<file path="src/rtl/serial_io_chain_pkg.sv">
// Shared definitions for the serial I/O chain engine: FSM state encodings and
// a width helper for sizing counters.
package serial_io_chain_pkg;

    localparam logic [2:0] ST_IDLE  = 3'd0;
    localparam logic [2:0] ST_LOAD  = 3'd1;
    localparam logic [2:0] ST_SHIFT = 3'd2;
    localparam logic [2:0] ST_LATCH = 3'd3;
    localparam logic [2:0] ST_GAP   = 3'd4;

    // Bits needed to hold values 0..value-1, never less than one.
    function automatic int clog2(input int value);
        int width;
        width = 1;
        while ((1 << width) < value) begin
            width++;
        end
        return width;
    endfunction

endpackage

</file>
<file path="src/rtl/serial_io_chain_tick_gen.sv">
// Clock divider producing a one-cycle tick every CLK_DIV cycles while enabled;
// the count is held at zero whenever enable is low.
module tick_gen
    import serial_io_chain_pkg::*;
#(
    parameter int CLK_DIV = 4
) (
    input  logic clk,
    input  logic reset_n,
    input  logic enable,
    output logic tick
);

    localparam int CW = clog2(CLK_DIV + 1);
    localparam logic [CW-1:0] LAST = CW'(CLK_DIV - 1);

    logic [CW-1:0] count_reg;

    always_ff @(posedge clk or negedge reset_n) begin
        if (!reset_n) begin
            count_reg <= '0;
        end else if (!enable || count_reg == LAST) begin
            count_reg <= '0;
        end else begin
            count_reg <= count_reg + CW'(1);
        end
    end

    assign tick = enable && (count_reg == LAST);

endmodule

</file>
<file path="src/rtl/serial_io_chain.sv">
// Combined 74HC595 output / 74HC165 input chain driver sharing one serial clock,
// with single-shot or continuous refresh and input change detection.
module serial_io_chain
    import serial_io_chain_pkg::*;
#(
    parameter int OUT_WIDTH  = 16,
    parameter int IN_WIDTH   = 16,
    parameter int CLK_DIV    = 4,
    parameter int MSB_FIRST  = 1,
    parameter int CONTINUOUS = 1,
    parameter int GAP_TICKS  = 0
) (
    input  logic                 i_CLK,
    input  logic                 i_RESET_n,
    input  logic                 i_Start,
    input  logic [OUT_WIDTH-1:0] i_OutData,
    input  logic                 i_SerIn,
    output logic                 o_SCLK,
    output logic                 o_SerOut,
    output logic                 o_OutLatch,
    output logic                 o_InLoad_n,
    output logic [IN_WIDTH-1:0]  o_InData,
    output logic                 o_InValid,
    output logic                 o_InChanged,
    output logic                 o_Busy
);

    localparam int FRAME = (OUT_WIDTH > IN_WIDTH) ? OUT_WIDTH : IN_WIDTH;
    localparam int PAD   = FRAME - OUT_WIDTH;
    localparam int BW    = clog2(FRAME + 1);
    localparam int GW    = clog2(GAP_TICKS + 1);
    localparam logic [BW-1:0] LAST_BIT = BW'(FRAME - 1);

    logic [2:0]          state_reg;
    logic [BW-1:0]       bit_reg;
    logic                phase_reg;
    logic [GW-1:0]       gap_reg;
    logic [FRAME-1:0]    out_shift_reg;
    logic [IN_WIDTH-1:0] in_shift_reg;
    logic [FRAME-1:0]    frame_order;
    logic [IN_WIDTH-1:0] sample_sel;
    logic                tick;
    logic                start_fire;

    tick_gen #(
        .CLK_DIV (CLK_DIV)
    ) u_tick_gen (
        .clk     (i_CLK),
        .reset_n (i_RESET_n),
        .enable  (state_reg != ST_IDLE),
        .tick    (tick)
    );

    // Output word rearranged into transmit order, first bit sent at the MSB.
    for (genvar gi = 0; gi < FRAME; gi++) begin : g_frame
        if (gi < PAD) begin : g_pad
            assign frame_order[FRAME-1-gi] = 1'b0;
        end else if (MSB_FIRST != 0) begin : g_msb
            assign frame_order[FRAME-1-gi] = i_OutData[OUT_WIDTH-1-(gi-PAD)];
        end else begin : g_lsb
            assign frame_order[FRAME-1-gi] = i_OutData[gi-PAD];
        end
    end

    // One-hot destination of the current sample; samples past IN_WIDTH match nothing.
    for (genvar gi = 0; gi < IN_WIDTH; gi++) begin : g_sample
        localparam int SAMPLE = (MSB_FIRST != 0) ? (IN_WIDTH - 1 - gi) : gi;
        assign sample_sel[gi] = (bit_reg == BW'(SAMPLE));
    end

    assign start_fire = (state_reg == ST_IDLE) && ((CONTINUOUS != 0) || i_Start) && i_RESET_n;
    assign o_Busy     = (state_reg != ST_IDLE) || start_fire;

    always_ff @(posedge i_CLK or negedge i_RESET_n) begin
        if (!i_RESET_n) begin
            state_reg     <= ST_IDLE;
            bit_reg       <= '0;
            phase_reg     <= 1'b0;
            gap_reg       <= '0;
            out_shift_reg <= '0;
            in_shift_reg  <= '0;
            o_SCLK        <= 1'b0;
            o_SerOut      <= 1'b0;
            o_OutLatch    <= 1'b0;
            o_InLoad_n    <= 1'b1;
            o_InData      <= '0;
            o_InValid     <= 1'b0;
            o_InChanged   <= 1'b0;
        end else begin
            o_InValid   <= 1'b0;
            o_InChanged <= 1'b0;
            case (state_reg)
                ST_IDLE: begin
                    if (start_fire) begin
                        out_shift_reg <= frame_order;
                        o_InLoad_n    <= 1'b0;
                        state_reg     <= ST_LOAD;
                    end
                end
                ST_LOAD: begin
                    if (tick) begin
                        o_InLoad_n    <= 1'b1;
                        o_SerOut      <= out_shift_reg[FRAME-1];
                        out_shift_reg <= out_shift_reg << 1;
                        bit_reg       <= '0;
                        phase_reg     <= 1'b0;
                        state_reg     <= ST_SHIFT;
                    end
                end
                ST_SHIFT: begin
                    if (tick) begin
                        if (!phase_reg) begin
                            // Input is captured on the same edge that raises SCLK.
                            o_SCLK       <= 1'b1;
                            phase_reg    <= 1'b1;
                            in_shift_reg <= (in_shift_reg & ~sample_sel)
                                          | (sample_sel & {IN_WIDTH{i_SerIn}});
                        end else begin
                            o_SCLK    <= 1'b0;
                            phase_reg <= 1'b0;
                            if (bit_reg == LAST_BIT) begin
                                o_SerOut   <= 1'b0;
                                o_OutLatch <= 1'b1;
                                state_reg  <= ST_LATCH;
                            end else begin
                                bit_reg       <= bit_reg + BW'(1);
                                o_SerOut      <= out_shift_reg[FRAME-1];
                                out_shift_reg <= out_shift_reg << 1;
                            end
                        end
                    end
                end
                ST_LATCH: begin
                    if (tick) begin
                        o_OutLatch  <= 1'b0;
                        o_InData    <= in_shift_reg;
                        o_InValid   <= 1'b1;
                        o_InChanged <= (in_shift_reg != o_InData);
                        if (GAP_TICKS > 0) begin
                            gap_reg   <= GW'(GAP_TICKS);
                            state_reg <= ST_GAP;
                        end else begin
                            state_reg <= ST_IDLE;
                        end
                    end
                end
                ST_GAP: begin
                    if (tick) begin
                        if (gap_reg <= GW'(1)) begin
                            state_reg <= ST_IDLE;
                        end else begin
                            gap_reg <= gap_reg - GW'(1);
                        end
                    end
                end
                default: begin
                    state_reg <= ST_IDLE;
                end
            endcase
        end
    end

endmodule

</file>
<file path="config.mk">
export PLATFORM = sky130hd
export DESIGN_NAME = serial_io_chain
export DESIGN_NICKNAME = d
export VERILOG_FILES = /design/src/rtl/serial_io_chain_pkg.sv /design/src/rtl/serial_io_chain_tick_gen.sv /design/src/rtl/serial_io_chain.sv
export SDC_FILE = /design/constraint.sdc
export NUM_CORES = 1
export LEC_CHECK = 0
export BUFFER_PORTS_ARGS = -buffer_cell sky130_fd_sc_hd__buf_2
export CAP_MARGIN = 10
export CORE_UTILIZATION = 62
export DETAILED_ROUTE_END_ITERATION = 10
export PLACE_DENSITY_LB_ADDON = 0.12
export SLEW_MARGIN = 25
export SYNTH_ARGS = -nofsm -noshare
export SYNTH_HDL_FRONTEND = slang
export SYNTH_HIERARCHICAL = 1
export SYNTH_SLANG_ARGS = --single-unit
</file>
<file path="constraint.sdc">
create_clock -name i_CLK -period 4 [get_ports i_CLK]
set_input_delay 0.6 -clock i_CLK [delete_from_list [all_inputs] [get_ports i_CLK]]
set_output_delay 0.6 -clock i_CLK [all_outputs]
set_load 0.03 [all_outputs]
</file>
# [Yosys cells after proc, flatten, opt, wreduce, memory -nomap -nowiden]
# Index checks and enable logic that the tools add are counted.
[totals] reg_bits=67 inputBits=20 output_inout_bits=23 word_cells=118
[op_classes] addsub=3 magnitude_cmp=1 n_eq_ne=30 mux=41 n_bitwise=6 reduce_logical=23
[op_table] operator="16-bit 2-to-1 mux" count=5
[op_table] operator="16-bit case mux with 3 select lines" count=1
[op_table] operator="5-bit by 4-bit == test with 1-bit output, second input constant" count=8
[op_table] operator="16-bit bitwise AND" count=2
[op_table] operator="3-bit 2-to-1 mux" count=9
[op_table] operator="5-bit by 3-bit == test with 1-bit output, second input constant" count=4
[op_table] operator="5-bit 2-to-1 mux" count=4
[op_table] operator="2-bit inequality test, second input constant" count=9
[op_table] operator="1-bit 2-to-1 mux" count=16
[op_table] operator="16-bit inequality test" count=1
[op_table] operator="16-bit inverter" count=1
[op_table] operator="16-bit OR" count=1
[op_table] operator="3-bit case mux with 5 select lines" count=1
[op_table] operator="3-bit AND reduction" count=4
[op_table] operator="5-bit by 2-bit == test with 1-bit output, second input constant" count=2
[op_table] operator="5-bit case mux with 2 select lines" count=1
[op_table] operator="5-bit AND reduction" count=2
[op_table] operator="3-bit by 2-bit == test with 1-bit output, second input constant" count=3
[op_table] operator="1-bit case mux with 2 select lines" count=4
[op_table] operator="8-bit AND reduction" count=1
[op_table] operator="6-bit AND reduction" count=1
[op_table] operator="2-bit nonzero test" count=3
[op_table] operator="3-bit nonzero test" count=2
[op_table] operator="5-bit by 1-bit adder with 5-bit output, second input constant" count=1
[op_table] operator="14 further kinds" count=18

# [Longest topological paths before layout]
# Gate-level depths: netlist of run 1.
[logic_depth] depth_word=5 mapped_depth=9 ltp_nobuf=8

# [Modules after synthesis]
# The synthesis of run 1 kept the hierarchy.
[modules_own_cells] mod="serial_io_chain" instances=1 cells_per_inst=275 area_each_um2=3133.0 seq_area_each_um2=1552.7
[modules_own_cells] mod="tick_gen" instances=1 cells_per_inst=10 area_each_um2=135.1 seq_area_each_um2=75.1

# [Least setup slack after synthesis of run 1]
# OpenSTA, ideal clock, no wires.
[synth_path] kind="flip-flop to flip-flop" startpoint="register bit_reg[0]" endpoint="register out_shift_reg[10]" setup_time_ns=0.123 arrival_ns=2.017 required_ns=3.877 setup_slack_ns=1.860 path_stages_with_launch=8 n_path_buf=1 synth_period_minus_slack_ns=2.140 cell_sequence="dfrtp_1 > ha_1 > and3_1 > ha_1 > nand3b_2 > a2111oi_4 > buf_4 > a21oi_2"
[synth_via] elab_chain_len=3
[synth_rtl] element="from (decl)" line="serial_io_chain.sv:35" source="logic [BW-1:0] bit_reg;"
[synth_rtl] element="from (signal assigned)" line="serial_io_chain.sv:126" source="bit_reg <= bit_reg + BW'(1);"
[synth_rtl] element="5-bit by 4-bit == test with 1-bit output" line="serial_io_chain.sv:121" source="if (bit_reg == LAST_BIT) begin"
[synth_rtl] element="2-bit inequality test (no source line)"
[synth_rtl] element="6-bit AND reduction (no source line)"
[synth_rtl] element="to (signal assigned)" line="serial_io_chain.sv:95" source="out_shift_reg <= frame_order;"
[synth_rtl] element="to (signal assigned)" line="serial_io_chain.sv:104" source="out_shift_reg <= out_shift_reg << 1;"
[synth_rtl] element="to (signal assigned)" line="serial_io_chain.sv:128" source="out_shift_reg <= out_shift_reg << 1;"
[synth_rtl] element="to (decl)" line="serial_io_chain.sv:38" source="logic [FRAME-1:0] out_shift_reg;"
# Every way passes these cells.
# A chain may end at the register's enable or synchronous reset.

# [Worst setup path after layout of run 1]
[layout_path] startpoint="register bit_reg[0]" endpoint="register out_shift_reg[9]"
# Same word-level chain as after synthesis.

==> flow_metrics.env, run 1 <==
export IMPL_fmax_ghz=0.420
export IMPL_core_area_sq_um=5110
export IMPL_synth_distinct_cells=40
export IMPL_seqPwrFrac=0.558
export IMPL_hold_path_class="reg2reg"
export IMPL_arrival_ns=2.64
export IMPL_final_cell_area_sq_um=3680
export IMPL_multiInputGateArea_sq_um=1510
export IMPL_ir_worst_vdd_mv=0.244
export IMPL_diodes=0
export IMPL_antenna_found_initial=0
export IMPL_yosysTopAreaCell="dfrtp_1"
export IMPL_cp_start_kind="flip-flop"
export IMPL_gp_congestion=0.824
export IMPL_nNetsFinal=360
export IMPL_ioPinCount=43
export IMPL_drv_slew=0
export IMPL_via_count=2115
export IMPL_synth_top_cell_area_share=0.490
export IMPL_synthArstFlopShare=1.00
export IMPL_post_route_period_util=0.596
export IMPL_syn_num_nets=317
export IMPL_finClkSkew_ns=0.00680
export IMPL_synth_area_top_cells="dfrtp_1 (49%), mux2_2 (8.6%), mux2i_1 (5.2%), xnor2_1 (4.8%), ha_1 (4.6%)"
export IMPL_drt_total_wl_um=5390
export IMPL_synth_edff_count=0
export IMPL_grt_pass1_wl_um=8960
export IMPL_slowest_stage="dfrtp_1"
export IMPL_finalSetupViolCount=0
export IMPL_place_ws_ns=1.62
export IMPL_rsz0062_at_grt="false"
export IMPL_grt_max_degree=67
export IMPL_die_width_um=74.6
export IMPL_start_util=0.640
export IMPL_worst_pin_slew_ns=0.822
export IMPL_pwr_share_comb=0.040
export IMPL_layout_commonest_cell="dfrtp_1"
export IMPL_ant_nets=0
export IMPL_postSynthCellCount=285
export IMPL_cts_made_buffers=9
export IMPL_rows=26
export IMPL_finalHoldViolations=0
export IMPL_drv_cap=0
export IMPL_p_leak_uw=0.00185
export IMPL_slew_headroom=0.452
export IMPL_ys_seq_area_frac=0.498
export IMPL_cts_tree="built"
export IMPL_cts_max_level=3
export IMPL_drive_gt1_frac=0.312
export IMPL_crit_top_cell="ha_1"
export IMPL_cts_resized_gates=0
export IMPL_synth_ff_type="dfrtp_1"
export IMPL_overflow=0
export IMPL_post_route_min_period_ns=2.38
export IMPL_fillers=394
export IMPL_hpwl_um=3810
export IMPL_swShare=0.220
export IMPL_syn_area_sq_um=3270
export IMPL_syn_avg_cell_area_sq_um=11.5
export IMPL_vias_per_cell=5.25
export IMPL_first_pass_iters=4
export IMPL_wl_per_cell_um=13.4
export IMPL_end_kind="flip-flop"
export IMPL_grt_pass1_vias=2023
export IMPL_cp_required_ns=4.26
export IMPL_worstPathMaxFanout=32
export IMPL_cp_slowest_stage_delay_ns=0.45
export IMPL_syn_to_final_growth_pct=12.6
export IMPL_ys_warnings_count=6
export IMPL_die_area_sq_um=5570
export IMPL_regArea_sq_um=1630
export IMPL_power_switching_uw=267
export IMPL_cts_setup_buffers=0
export IMPL_numClockSinks=65
export IMPL_final_cell_mix="dfrtp_1 (64), buf_2 (41), nor2_1 (28), mux2_2 (25), nand2_1 (22)"
export IMPL_p_clk_frac=0.401
export IMPL_path_clk_slew_ns=0.07
export IMPL_die_y_um=74.6
export IMPL_path_class="reg2reg"
export IMPL_clockBufferDepth=2
export IMPL_internal_power_uw=945
export IMPL_root_buffer="clkbuf_8"
export IMPL_clock_latency_ns=0.33
export IMPL_setup_tns_ns=0
export IMPL_ctsHoldBuffers=0
export IMPL_drcViolationCount=0
export IMPL_path_buf_inv=1
export IMPL_placed_cell_area_sq_um=3510
export IMPL_worst_slack_ns=1.62
export IMPL_powerDensity_nw_per_um2=330
export IMPL_drtIter0Drc=94
export IMPL_outcome="complete, no violations"
export IMPL_synth_seq_cells=65
export IMPL_critPathTopFamily="simple AND/OR/NAND/NOR gates"
export IMPL_cp_cell_sequence="ha_1 > and3_1 > ha_1 > nand3b_2 > a2111oi_4 > buf_4 > nor2_1 > a21oi_2"
export IMPL_grt_usage=0.217
export IMPL_io_buffers=41
==> stage by stage <==
| step | utilization | std cells | power, uW | hold slack, ns |
|---|---|---|---|---|
| after floorplan | - | 285 | 710 | 0.304 |
| after global placement | 0.686 | 387 | 737 | 0.433 |
| after detailed placement | 0.686 | 387 | 740 | 0.445 |
| after CTS | 0.720 | 403 | 1230 | 0.454 |
| after global routing | 0.720 | 403 | 1260 | 0.479 |
| final | 0.720 | 403 | 1210 | 0.452 |
==> power groups by stage <==
stage / clock network, uW / registers (uW) / logic, uW
2_1_floorplan: 0 / 688 / 21.6
3_3_place_gp: 0 / 689 / 48.7
3_5_place_dp: 0 / 689 / 50.2
4_1_cts: 499 / 677 / 50.2
5_1_grt: 530 / 678 / 56.1
6_report: 487 / 677 / 48.7
==> kinds of logic after synthesis <==
logic type,after synthesis,share of synthesized area
DFF,65,0.498
and+or+nand+nor,79,0.122
adders and majority gates,12,0.0459
muxes,50,0.166
xor gates and xnor gates,18,0.0482
AOI/OAI and AO/OA,35,0.0812
buffers and inverters,26,0.0387
==> Yosys cell counts (3+ instances only) <==
master / instances
nand4_1: 4
dfrtp_1: 64
nor2_1: 28
ha_1: 12
mux2_2: 25
nand2_1: 22
a21oi_1: 5
clkbuf_1: 4
mux2_1: 8
mux2i_1: 17
nor2b_1: 5
inv_1: 15
o21ai_0: 8
a21oi_2: 14
xnor2_1: 18
buf_4: 3
==> final cells by class <==
class	instances	share of cell area
well taps	70	0.0238
clock buffers	13	0.0432
multi-input cells	194	0.411
clock inverters	3	0.00408
flip-flops and latches	65	0.442
inverters	15	0.0153
repair buffers	43	0.0598
==> path summary, 6_finish.rpt <==
path,start,endpoint,slack [ns],depth (start not counted)
max,bit_reg[0],out_shift_reg[9],1.62,8
min,u_tick_gen/count_reg[0],u_tick_gen/count_reg[0],0.45,1
max reg2reg,bit_reg[0],out_shift_reg[9],1.62,8
min reg2reg,u_tick_gen/count_reg[0],u_tick_gen/count_reg[0],0.45,1
max in group asynchronous,i_RESET_n,state_reg[0],2.95,2
min in group asynchronous,i_RESET_n,o_InData[13],0.52,2
==> worst reg2reg max path: cells and delay by family, from the launching register on <==
family | cells | cell delay, ns
AND/OR/NAND/NOR | 3 | 0.55
AO/OA/AOI/OAI | 2 | 0.47
flip-flops | 1 | 0.45
buffers and inverters | 1 | 0.40
adder cells (fa/ha/maj) | 2 | 0.45
==> metal layers <==
metal / up-vias / part of all wire / global-route usage
met2: 39 / 0.48 / 0.355
met3: 7 / 0.028 / 0.0556
met4: 0 / 0.012 / 0.103
li1: 1051 / - / -
met1: 1018 / 0.48 / 0.270
met5: - / 0 / 0
(Power assumes the default switching activity.)
==> run 2, diff against run 1 <==
--- a/config.mk
+++ b/config.mk
@@ -5,9 +5,10 @@
 export SDC_FILE = /design/constraint.sdc
 export NUM_CORES = 1
 export LEC_CHECK = 0
+export ABC_AREA = 1
 export BUFFER_PORTS_ARGS = -buffer_cell sky130_fd_sc_hd__buf_2
 export CAP_MARGIN = 10
-export CORE_UTILIZATION = 62
+export CORE_UTILIZATION = 58
 export DETAILED_ROUTE_END_ITERATION = 10
 export PLACE_DENSITY_LB_ADDON = 0.12
 export SLEW_MARGIN = 25
==> constraint.sdc (replaced) <==
create_clock -name i_CLK -period 2.4 [get_ports i_CLK]
set_input_delay 0.36 -clock i_CLK [delete_from_list [all_inputs] [get_ports i_CLK]]
set_output_delay 0.36 -clock i_CLK [all_outputs]
set_load 0.03 [all_outputs]
==> run 2 against run 1 <==
Compared with the run above: maximum frequency up 22%; sequential share of layout area down 1.5 points; non-clock buffer count up 3; critical path type unchanged.
==> flow_metrics.env, run 2 <==
export IMPL_cp_num_cells=12
export IMPL_multiInputGateArea_sq_um=1360
export IMPL_ys_seq_area_frac=0.491
export IMPL_synth_top_cell_area_share=0.483
export IMPL_syn_num_nets=461
export IMPL_start_util=0.602
export IMPL_swShare=0.415
export IMPL_synth_area_top_cells="dfrtp_1 (48%), nand2_1 (16%), inv_1 (7.9%), o21ai_0 (6.3%), ha_1 (4.5%)"
export IMPL_worst_pin_slew_ns=0.797
export IMPL_die_y_um=77.6
export IMPL_drcViolationCount=0
export IMPL_pwr_share_comb=0.414
export IMPL_cts_made_buffers=9
export IMPL_fillers=444
export IMPL_fin_util=0.692
export IMPL_ys_top_cells_by_count="nand2_1 (144), inv_1 (70), dfrtp_1 (64), o21ai_0 (42), o21ai_1 (24)"
export IMPL_ctsHoldBuffers=0
export IMPL_post_route_period_util=0.811
export IMPL_finalHoldViolations=0
export IMPL_root_buffer="clkbuf_8"
export IMPL_synth_distinct_cells=26
export IMPL_syn_to_final_growth_pct=14.9
export IMPL_final_cell_mix="nand2_1 (144), inv_1 (70), dfrtp_1 (64), o21ai_0 (42), buf_2 (41)"
export IMPL_p_leak_uw=0.00211
export IMPL_grt_pass1_vias=2528
export IMPL_hpwl_um=4290
export IMPL_syn_area_sq_um=3320
export IMPL_path_class="reg2reg"
export IMPL_cp_cell_sequence="inv_1 > ha_1 > inv_1 > nand2_1 > inv_1 > nand2_2 > nor2_4 > inv_4 > nor3_4 > nand2_1 > nand2_1 > o21ai_1"
export IMPL_die_width_um=77.6
export IMPL_io_buffers=41
export IMPL_path_clk_slew_ns=0.08
export IMPL_diodes=0
export IMPL_end_kind="flip-flop"
export IMPL_gp_congestion=0.823
export IMPL_outcome="complete, no violations"
export IMPL_grt_max_degree=66
export IMPL_ir_worst_vdd_mv=1.08
export IMPL_drtIter0Drc=190
export IMPL_rsz0062_at_grt="false"
export IMPL_via_count=2707
export IMPL_rows=27
export IMPL_ys_warnings_count=6
export IMPL_synth_most_common_cell="nand2_1"
export IMPL_postSynthCellCount=429
export IMPL_drv_cap=0
export IMPL_critPathTopFamily="simple AND/OR/NAND/NOR gates"
export IMPL_fmax_ghz=0.514
export IMPL_powerDensity_nw_per_um2=1200
export IMPL_drive_gt1_frac=0.152
export IMPL_synth_edff_count=0
export IMPL_core_area_sq_um=5510
export IMPL_first_pass_iters=4
export IMPL_syn_avg_cell_area_sq_um=7.73
export IMPL_cts_resized_gates=0
export IMPL_synth_ff_type="dfrtp_1"
export IMPL_regToRegSetupSlack_ns=0.45
export IMPL_cts_setup_buffers=0
export IMPL_wl_per_cell_um=11.0
export IMPL_cts_tree="built"
export IMPL_cp_slowest_stage_delay_ns=0.40
export IMPL_nNetsFinal=507
export IMPL_slew_headroom=0.469
export IMPL_cp_start_kind="flip-flop"
export IMPL_vias_per_cell=4.90
export IMPL_antenna_found_initial=0
export IMPL_internal_power_uw=2670
export IMPL_worstPathMaxFanout=5
export IMPL_numClockSinks=65
export IMPL_power_switching_uw=1890
export IMPL_r2r_worst_path_cells=12
export IMPL_synthArstFlopShare=1.00
export IMPL_grt_pass1_wl_um=10900
export IMPL_synth_seq_cells=65
export IMPL_layout_commonest_cell="nand2_1"
export IMPL_die_area_sq_um=6020
export IMPL_setup_tns_ns=0
export IMPL_finalSetupViolCount=0
export IMPL_clock_latency_ns=0.34
export IMPL_hold_path_class="in2async"
export IMPL_cts_max_level=3
export IMPL_post_route_min_period_ns=1.95
export IMPL_yosysTopAreaCell="dfrtp_1"
export IMPL_arrival_ns=2.15
export IMPL_drt_total_wl_um=6050
export IMPL_ant_nets=0
export IMPL_p_clk_frac=0.225
export IMPL_drv_slew=0
export IMPL_grt_usage=0.235
export IMPL_path_buf_inv=4
export IMPL_slowest_stage="dfrtp_1"
export IMPL_finClkSkew_ns=0.00970
export IMPL_regArea_sq_um=1630
export IMPL_ioPinCount=43
export IMPL_cp_required_ns=2.60
export IMPL_clockBufferDepth=2
export IMPL_overflow=0
export IMPL_seqPwrFrac=0.362
==> run 2: cell type report <==
type | instances | area share
Timing Repair Buffer | 46 | 0.0637
Inverter | 72 | 0.0716
Tap cell | 72 | 0.0236
Clock buffer | 11 | 0.0371
Multi-Input combinational cell | 281 | 0.356
Clock inverter | 5 | 0.0207
Sequential cell | 65 | 0.427
==> run 2: per-stage QoR <==
step / hold slack [ns] / cells / setup WS (ns) / total power [uW] / area [sq um]
after floorplan: 0.0644 / 429 / 0.714 / 3140 / 3320
after global placement: 0.419 / 536 / 0.502 / 3490 / 3590
after detailed placement: 0.426 / 536 / 0.460 / 3570 / 3590
after CTS: 0.255 / 552 / 0.437 / 4620 / 3810
after global routing: 0.281 / 552 / 0.190 / 4990 / 3810
final: 0.241 / 552 / 0.454 / 4560 / 3810
==> run 2: kinds of logic (layout without fill, tap and decap cells) <==
| family | Yosys count | in the layout | share of synthesized area |
|---|---|---|---|
| buf+inv | 83 | 134 | 0.0996 |
| compound gates | 79 | 79 | 0.123 |
| xor+xnor | 3 | 3 | 0.00793 |
| simple gates | 187 | 187 | 0.233 |
| flops | 65 | 65 | 0.491 |
| fa+ha+maj | 12 | 12 | 0.0453 |
==> run 2: final timing paths <==
path,start,endpoint
setup / recovery,state_reg[0],flip-flop
hold / removal,i_RESET_n,o_InData[9]
setup reg to reg,state_reg[0],flip-flop
hold reg to reg,u_tick_gen/count_reg[0],u_tick_gen/count_reg[0]
max in group asynchronous,i_RESET_n,o_SerOut
min in group i_CLK,i_OutData[0],out_shift_reg[0]
==> run 2: routing by layer <==
layer | up-vias | share of wire | GRT usage
li1 | 1413 | - | -
met1 | 1235 | 0.47 | 0.304
met2 | 55 | 0.49 | 0.377
met3 | 4 | 0.035 | 0.0565
met4 | 0 | 0.0079 | 0.0962
met5 | - | 0 | 0
==> run 2: worst reg2reg max path: stages (launching register included) <==
cell	delay [ns]
dfrtp_1	0.40
inv_1	0.08
ha_1	0.23
inv_1	0.11
nand2_1	0.06
inv_1	0.14
nand2_2	0.12
nor2_4	0.19
inv_4	0.09
nor3_4	0.18
nand2_1	0.10
nand2_1	0.07
o21ai_1	0.06
==> run 2: power groups by stage <==
stage          Sequential, uW  Clock (uW)  Combinational [uW]
2_1_floorplan            1900           0                1240
3_3_place_gp             1650           0                1830
3_5_place_dp             1670           0                1900
4_1_cts                  1650        1050                1910
5_1_grt                  1700        1090                2200
6_report                 1650        1030                1890
